## src/rtl/scaler_h_mc.sv

```systemverilog
// Horizontal multi-channel downscaler: bypass, nearest or linear resampling of one line
// at a time with a fixed three-cycle latency from input pixel to output pixel.
module scaler_h_mc #(
    parameter int DATA_WIDTH    = 8,
    parameter int CH_COUNT      = 3,
    parameter int FRAC_W        = 12,
    parameter int INT_W         = 4,
    parameter int LINE_SIZE_MAX = 4096
) (
    input  logic                                  clk,
    input  logic                                  rst_n,
    input  logic [INT_W+FRAC_W-1:0]               scale_step,
    input  logic [1:0]                            mode,
    input  logic [DATA_WIDTH*CH_COUNT-1:0]        di_i,
    input  logic                                  de_i,
    input  logic                                  hs_i,
    input  logic                                  vs_i,
    output logic [DATA_WIDTH*CH_COUNT-1:0]        do_o,
    output logic                                  de_o,
    output logic                                  hs_o,
    output logic                                  vs_o,
    output logic [$clog2(LINE_SIZE_MAX):0]        pix_cnt_o
);

    localparam int PW   = DATA_WIDTH * CH_COUNT;
    localparam int SW   = INT_W + FRAC_W;
    localparam int NW   = $clog2(LINE_SIZE_MAX);
    localparam int POSW = SW + NW;
    localparam int PIW  = POSW - FRAC_W;
    localparam int CW   = NW + 1;
    localparam int AW   = DATA_WIDTH + FRAC_W + 1;
    localparam int FW1  = FRAC_W + 1;

    localparam logic [SW-1:0] STEP_ONE = SW'(1) << FRAC_W;
    localparam logic [NW-1:0] N_MAX    = NW'(LINE_SIZE_MAX - 1);
    localparam logic [CW-1:0] CNT_MAX  = {CW{1'b1}};

    // Rounded two-tap blend of one channel; the accumulator is wide enough that it cannot overflow.
    function automatic logic [DATA_WIDTH-1:0] lerp_ch(
        input logic [DATA_WIDTH-1:0] p0,
        input logic [DATA_WIDTH-1:0] p1,
        input logic [FRAC_W-1:0]     f
    );
        logic [FW1-1:0] w0;
        logic [AW-1:0]  acc;
        w0  = (FW1'(1) << FRAC_W) - {1'b0, f};
        acc = AW'(p0) * AW'(w0) + AW'(p1) * AW'(f) + (AW'(1) << (FRAC_W - 1));
        return acc[FRAC_W +: DATA_WIDTH];
    endfunction

    // Per-channel output pixel for the latched mode; all channels share the same phase.
    function automatic logic [PW-1:0] pixel_out(
        input logic [1:0]        m,
        input logic [PW-1:0]     p0,
        input logic [PW-1:0]     p1,
        input logic [FRAC_W-1:0] f
    );
        logic [PW-1:0] r;
        r = '0;
        for (int c = 0; c < CH_COUNT; c++) begin
            case (m)
                2'd0:    r[c*DATA_WIDTH +: DATA_WIDTH] = p0[c*DATA_WIDTH +: DATA_WIDTH];
                2'd1:    r[c*DATA_WIDTH +: DATA_WIDTH] = f[FRAC_W-1] ? p1[c*DATA_WIDTH +: DATA_WIDTH]
                                                                     : p0[c*DATA_WIDTH +: DATA_WIDTH];
                default: r[c*DATA_WIDTH +: DATA_WIDTH] = lerp_ch(p0[c*DATA_WIDTH +: DATA_WIDTH],
                                                                 p1[c*DATA_WIDTH +: DATA_WIDTH], f);
            endcase
        end
        return r;
    endfunction

    logic [2:0]        hs_dly_q, hs_dly_d, vs_dly_q, vs_dly_d;
    logic              hs_prev_q, hs_prev_d;
    logic              line_ok_q, line_ok_d;
    logic              armed_q, armed_d;
    logic [SW-1:0]     step_q, step_d;
    logic [1:0]        mode_q, mode_d;
    logic [NW-1:0]     n_q, n_d;
    logic [POSW-1:0]   pos_q, pos_d;
    logic [PW-1:0]     prev_q, prev_d;
    logic [CW-1:0]     cnt_q, cnt_d, pix_cnt_q, pix_cnt_d;
    logic              s1_vld_q, s1_vld_d;
    logic [1:0]        s1_mode_q, s1_mode_d;
    logic [PW-1:0]     s1_p0_q, s1_p0_d, s1_p1_q, s1_p1_d;
    logic [FRAC_W-1:0] s1_f_q, s1_f_d;
    logic              s2_vld_q, s2_vld_d;
    logic [PW-1:0]     s2_pix_q, s2_pix_d;
    logic              de_q, de_d;
    logic [PW-1:0]     do_q, do_d;

    logic              qual_s;
    logic [SW-1:0]     step_in_s, step_eff_s;
    logic [1:0]        mode_eff_s;
    logic [PIW-1:0]    pos_int_s, n_prev_s;

    // Line control, sample position tracking and first pipeline stage.
    always_comb begin
        hs_dly_d   = {hs_dly_q[1:0], hs_i};
        vs_dly_d   = {vs_dly_q[1:0], vs_i};
        hs_prev_d  = hs_i;
        line_ok_d  = line_ok_q;
        armed_d    = armed_q;
        step_d     = step_q;
        mode_d     = mode_q;
        n_d        = n_q;
        pos_d      = pos_q;
        prev_d     = prev_q;
        cnt_d      = cnt_q;
        pix_cnt_d  = pix_cnt_q;
        s1_vld_d   = 1'b0;
        s1_mode_d  = s1_mode_q;
        s1_p0_d    = s1_p0_q;
        s1_p1_d    = s1_p1_q;
        s1_f_d     = s1_f_q;

        qual_s     = de_i & ~hs_i & line_ok_q;
        step_in_s  = (scale_step < STEP_ONE) ? STEP_ONE : scale_step;
        step_eff_s = armed_q ? step_in_s : step_q;
        mode_eff_s = armed_q ? mode : mode_q;
        pos_int_s  = pos_q[POSW-1:FRAC_W];
        n_prev_s   = PIW'(n_q - NW'(1));

        if (hs_i) begin
            n_d       = '0;
            pos_d     = '0;
            prev_d    = '0;
            armed_d   = 1'b1;
            line_ok_d = 1'b1;
        end else if (qual_s) begin
            armed_d   = 1'b0;
            step_d    = step_eff_s;
            mode_d    = mode_eff_s;
            prev_d    = di_i;
            n_d       = (n_q == N_MAX) ? n_q : n_q + NW'(1);
            s1_mode_d = mode_eff_s;
            if (mode_eff_s == 2'd0) begin
                s1_vld_d = 1'b1;
                s1_p0_d  = di_i;
            end else if ((n_q != '0) && (pos_int_s == n_prev_s)) begin
                s1_vld_d = 1'b1;
                s1_p0_d  = prev_q;
                s1_p1_d  = di_i;
                s1_f_d   = pos_q[FRAC_W-1:0];
                pos_d    = pos_q + POSW'(step_eff_s);
            end else begin
                s1_vld_d = 1'b0;
            end
        end else begin
            s1_vld_d = 1'b0;
        end

        // Emissions are counted at decision time; each becomes exactly one de_o pulse.
        if (hs_i && !hs_prev_q) begin
            pix_cnt_d = cnt_q;
            cnt_d     = '0;
        end else if (s1_vld_d && (cnt_q != CNT_MAX)) begin
            cnt_d = cnt_q + CW'(1);
        end else begin
            cnt_d = cnt_q;
        end
    end

    // Interpolation stage and output register; do_o holds between valid pixels.
    always_comb begin
        s2_vld_d = s1_vld_q;
        s2_pix_d = s2_pix_q;
        if (s1_vld_q) begin
            s2_pix_d = pixel_out(s1_mode_q, s1_p0_q, s1_p1_q, s1_f_q);
        end else begin
            s2_pix_d = s2_pix_q;
        end
        de_d = s2_vld_q;
        do_d = s2_vld_q ? s2_pix_q : do_q;
    end

    // State register for all stages.
    always_ff @(posedge clk or negedge rst_n) begin
        if (!rst_n) begin
            hs_dly_q  <= '0;
            vs_dly_q  <= '0;
            hs_prev_q <= 1'b0;
            line_ok_q <= 1'b0;
            armed_q   <= 1'b0;
            step_q    <= '0;
            mode_q    <= '0;
            n_q       <= '0;
            pos_q     <= '0;
            prev_q    <= '0;
            cnt_q     <= '0;
            pix_cnt_q <= '0;
            s1_vld_q  <= 1'b0;
            s1_mode_q <= '0;
            s1_p0_q   <= '0;
            s1_p1_q   <= '0;
            s1_f_q    <= '0;
            s2_vld_q  <= 1'b0;
            s2_pix_q  <= '0;
            de_q      <= 1'b0;
            do_q      <= '0;
        end else begin
            hs_dly_q  <= hs_dly_d;
            vs_dly_q  <= vs_dly_d;
            hs_prev_q <= hs_prev_d;
            line_ok_q <= line_ok_d;
            armed_q   <= armed_d;
            step_q    <= step_d;
            mode_q    <= mode_d;
            n_q       <= n_d;
            pos_q     <= pos_d;
            prev_q    <= prev_d;
            cnt_q     <= cnt_d;
            pix_cnt_q <= pix_cnt_d;
            s1_vld_q  <= s1_vld_d;
            s1_mode_q <= s1_mode_d;
            s1_p0_q   <= s1_p0_d;
            s1_p1_q   <= s1_p1_d;
            s1_f_q    <= s1_f_d;
            s2_vld_q  <= s2_vld_d;
            s2_pix_q  <= s2_pix_d;
            de_q      <= de_d;
            do_q      <= do_d;
        end
    end

    assign do_o      = do_q;
    assign de_o      = de_q;
    assign hs_o      = hs_dly_q[2];
    assign vs_o      = vs_dly_q[2];
    assign pix_cnt_o = pix_cnt_q;

endmodule

```

## config.mk

```make
export PLATFORM = sky130hd
export DESIGN_NAME = scaler_h_mc
export DESIGN_NICKNAME = d
export VERILOG_FILES = /design/src/rtl/scaler_h_mc.sv
export SDC_FILE = /design/constraint.sdc
export NUM_CORES = 2
export LEC_CHECK = 0
export CAP_MARGIN = 10
export CORE_MARGIN = 5
export CORE_UTILIZATION = 45
export CTS_BUF_LIST = sky130_fd_sc_hd__clkbuf_4 sky130_fd_sc_hd__clkbuf_8
export DETAILED_ROUTE_END_ITERATION = 12
export GPL_ROUTABILITY_DRIVEN = 0
export PLACE_DENSITY = 0.58
export SLEW_MARGIN = 25
export SYNTH_ARGS = -nofsm -noshare
export SYNTH_HDL_FRONTEND = slang
export SYNTH_SLANG_ARGS = --single-unit
```

## constraint.sdc

```tcl
create_clock -name clk -period 11.6 [get_ports clk]
set_input_delay 1.16 -clock clk [delete_from_list [all_inputs] [get_ports clk]]
set_output_delay 1.16 -clock clk [all_outputs]
set_load 0.01 [all_outputs]
```

==> qor.yml <==
setup_path:
  cp_data_arrival_time_ns: 8.63
  cp_capture_type: "flop"
  required_ns: 12.12
  crit_type: "reg -> reg"
  crit_path_max_fanout: 48
  worstSetupStartpointType: "flop"
timing:
  drv_slew: 0
  hold_fails_final_rpt: 0
  slew_headroom_pct: 31.11
  layout_min_cycle_time_ns: 8.111
  finalSetupViolCount: 0
  layout_worst_path_cycle_share_pct: 69.92
  final.setup_skew_ns: 0.04094
  worst_pin_slew_ns: 1.033
  fmaxAchievable_mhz: 123.3
  worst_hold_slack_ns: 0.3408
  setup_tns_ns: 0
  rsz0062_at_grt: "false"
clock_network:
  clkSlewWorstSetupHoldPaths_ns: 0.06
  post_cts.resized_instances: 0
  total_number_of_clock_tree_sinks: 227
  cts_tree: "yes"
  worst_skew_pair.late_latency_ns: 0.65
  number_of_cts_inserted_buffers: 45
  clockRootBuffer: "clkbuf_8"
  cts_hold_repair.buffers: 0
  postCtsSetupRepairBufs: 0
  number_of_h_tree_levels: 2
  cts_buffer_depth: 3
route:
  wirelength_mm: 78.46
  route.met2.wl_mm: 37.36
  wl_met3_mm: 4.252
  vias: 21920
  drt_pre_antenna_iters: 5
  drt_first_iter_violations: 1174
  post_drt_via_cell_ratio: 5.190
  wirelength_met1_mm: 34.86
  detail_routed_net_length_per_standard_cell_microns: 18.58
  route.antenna.remaining_nets: 0
  route.top_layer_used: "met4"
  detail_route.drc_violations: 0
floorplan:
  die-area_sq_um: 72680
  total_core_area_sq_um: 67040
  placementRows: 95
  num_io_pins: 87
  start_util_pct: 45.24
  die_wd_microns: 269.6
  die_h_microns: 269.6
final_layout:
  nNetsFinal: 4068
  drive_above_1_share_pct: 6.720
  flow.area_growth_from_synthesis_pct: 9.048
  design_area_sq_um: 33070
yosys:
  post_synth_num_cell_types: 67
  post_synth_most_frequent_cells: "673 x inv_1, 469 x fa_1, 428 x nand2_1, 390 x and2_1, 239 x ha_1"
  synth_most_common_cell: "inv_1"
  ys_top_cells_by_area: "fa_1 31%, dfrtp_1 19%, ha_1 9.9%"
  synth_top_cell_by_area: "fa_1"
  synth-main-ff-cell: "dfrtp_1"
  net_count_after_synthesis: 4076
  syn_area_per_cell_sq_um: 9.131
  synthArstFlopShare_pct: 100.0
  sequential_to_total_area_share_from_yosys_stat_pct: 18.73
  netlist_area_sq_um: 30330
  synth_enable_flop_cells: 0
  synth_top_cell_area_share_pct: 30.96
  yosys_register_bits: 227
  netlist_instances: 3321
  yosys_warnings: 0
grt:
  grt_pass1_wl_mm: 129.5
  grt_max_degree: 115
  grt_util_all_layers_pct: 22.06
  first_global_vias: 23860
  antenna_violations_before_repair: 1
  grt_remaining_overflow: 0
place:
  detailedPlacementHpwl_mm: 58.99
  placed_area_sq_um: 31950
  port_buffers: 86
run_status:
  run_status: "completed"
worst_hold_path:
  hold_path_class: "reg -> reg"
flow_run:
  cap_violations: 0
pwr:
  power_density_nw_per_um2: 81.69
  power.static_leakage_uw: 0.01693
  worst_ir_drop_vdd_mv: 0.09447
critical path: stages (launching register included):
cell and delay (ns):
dfrtp_1 0.34, buf_4 0.44, inv_1 0.09, ha_1 0.27
nand3b_1 0.19, nor2_1 0.09, xnor2_2 0.72, buf_4 0.33
nand2_1 0.10, fa_1 0.54, fa_1 0.47, fa_1 0.54
inv_1 0.05, fa_1 0.48, fa_1 0.48, inv_1 0.05
fa_1 0.48, inv_1 0.04, ha_1 0.28, a21oi_1 0.15
o21ai_0 0.17, a221oi_1 0.38, a21boi_0 0.26, o31a_1 0.36
o41ai_1 0.39, or3b_2 0.20, nand3_1 0.07
area by class of cell:
| cell class | count | area, sq um |
|---|---|---|
| Clock inverter | 15 | 235.2 |
| Tap cell | 873 | 1092 |
| Multi-Input combinational cell | 2240 | 21510 |
| Sequential cell | 227 | 5682 |
| Clock buffer | 67 | 840.8 |
| Inverter | 674 | 2530 |
| Fill cell | 6369 | 33970 |
| Timing Repair Buffer | 125 | 1171 |
| Antenna cell | 2 | 5.005 |
cells by family (layout without fill, tap and decap cells):
family | Yosys count | after routing | share of synthesized area [%]
simple gates | 1082 | 1082 | 18.35
buf+inv | 854 | 881 | 10.66
fa+ha+maj | 708 | 708 | 40.82
compound gates | 262 | 262 | 5.256
flops | 227 | 227 | 18.73
mux | 109 | 109 | 3.899
xor+xnor | 79 | 79 | 2.282
other cells | 0 | 2 | 0
power breakdown:
part / internal (uW) / total [uW] / switching (uW) / leakage (uW)
Sequential: 907 / 1100 / 190 / 0.00300
Combinational: 288 / 612 / 324 / 0.0134
Clock: 582 / 991 / 409 / 0.000560
through the flow:
step	instances	utilization (%)	total power (uW)	setup WS, ns
2_1_floorplan	3321	-	1407	4.284
3_3_place_gp	4137	47.66	1704	3.419
3_5_place_dp	4137	47.66	1721	3.166
4_1_cts	4219	49.26	2736	3.167
5_1_grt	4222	49.32	2865	2.800
6_report	4223	49.33	2701	3.489
flip-flops by register name (all words and copies together) (netlist names):
signal	count
pos_q	28
do_o	24
prev_q	24
s1_p0_q	24
s1_p1_q	24
s2_pix_q	24
step_q	16
cnt_q	13
pix_cnt_o	13
n_q	12
s1_f_q	12
hs_dly_q	3
vs_dly_q	3
s1_mode_q	2
armed_q	1
de_d	1
de_o	1
line_ok_q	1
s1_vld_q	1
placed cells by master, fill, tap and decap left out, types with 17 or more instances in the layout:
master / n
inv_1: 673
fa_1: 469
nand2_1: 428
and2_1: 390
ha_1: 239
dfrtp_1: 226
o21ai_0: 94
clkdlybuf4s50_1: 84
nor2_1: 82
mux2_2: 70
a21oi_1: 69
clkbuf_8: 54
nand3b_1: 41
xnor2_1: 41
buf_4: 37
mux2i_1: 36
xor2_1: 28
nand3_1: 23
nor3_1: 22
nand4_1: 17
final timing paths:
path                       slack [ns]  depth (start not counted)        start           end
min in group asynchronous        0.42                          1        rst_n   hs_dly_q[0]
max                              3.49                         26    s1_f_q[0]  s2_pix_q[23]
max reg2reg                      3.49                         26    s1_f_q[0]  s2_pix_q[23]
min                              0.34                          0  vs_dly_q[1]   vs_dly_q[2]
max in group asynchronous        9.45                          3        rst_n     s1_f_q[5]
min reg2reg                      0.34                          0  vs_dly_q[1]   vs_dly_q[2]
metal layers:
metal  track usage [%]  vias to the layer above
met5                 0                        -
met4             5.731                        0
met3             4.170                      114
met2             36.51                      486
met1             30.11                    11230
li1                  -                    10090
Power figures use the tool's default switching activity.
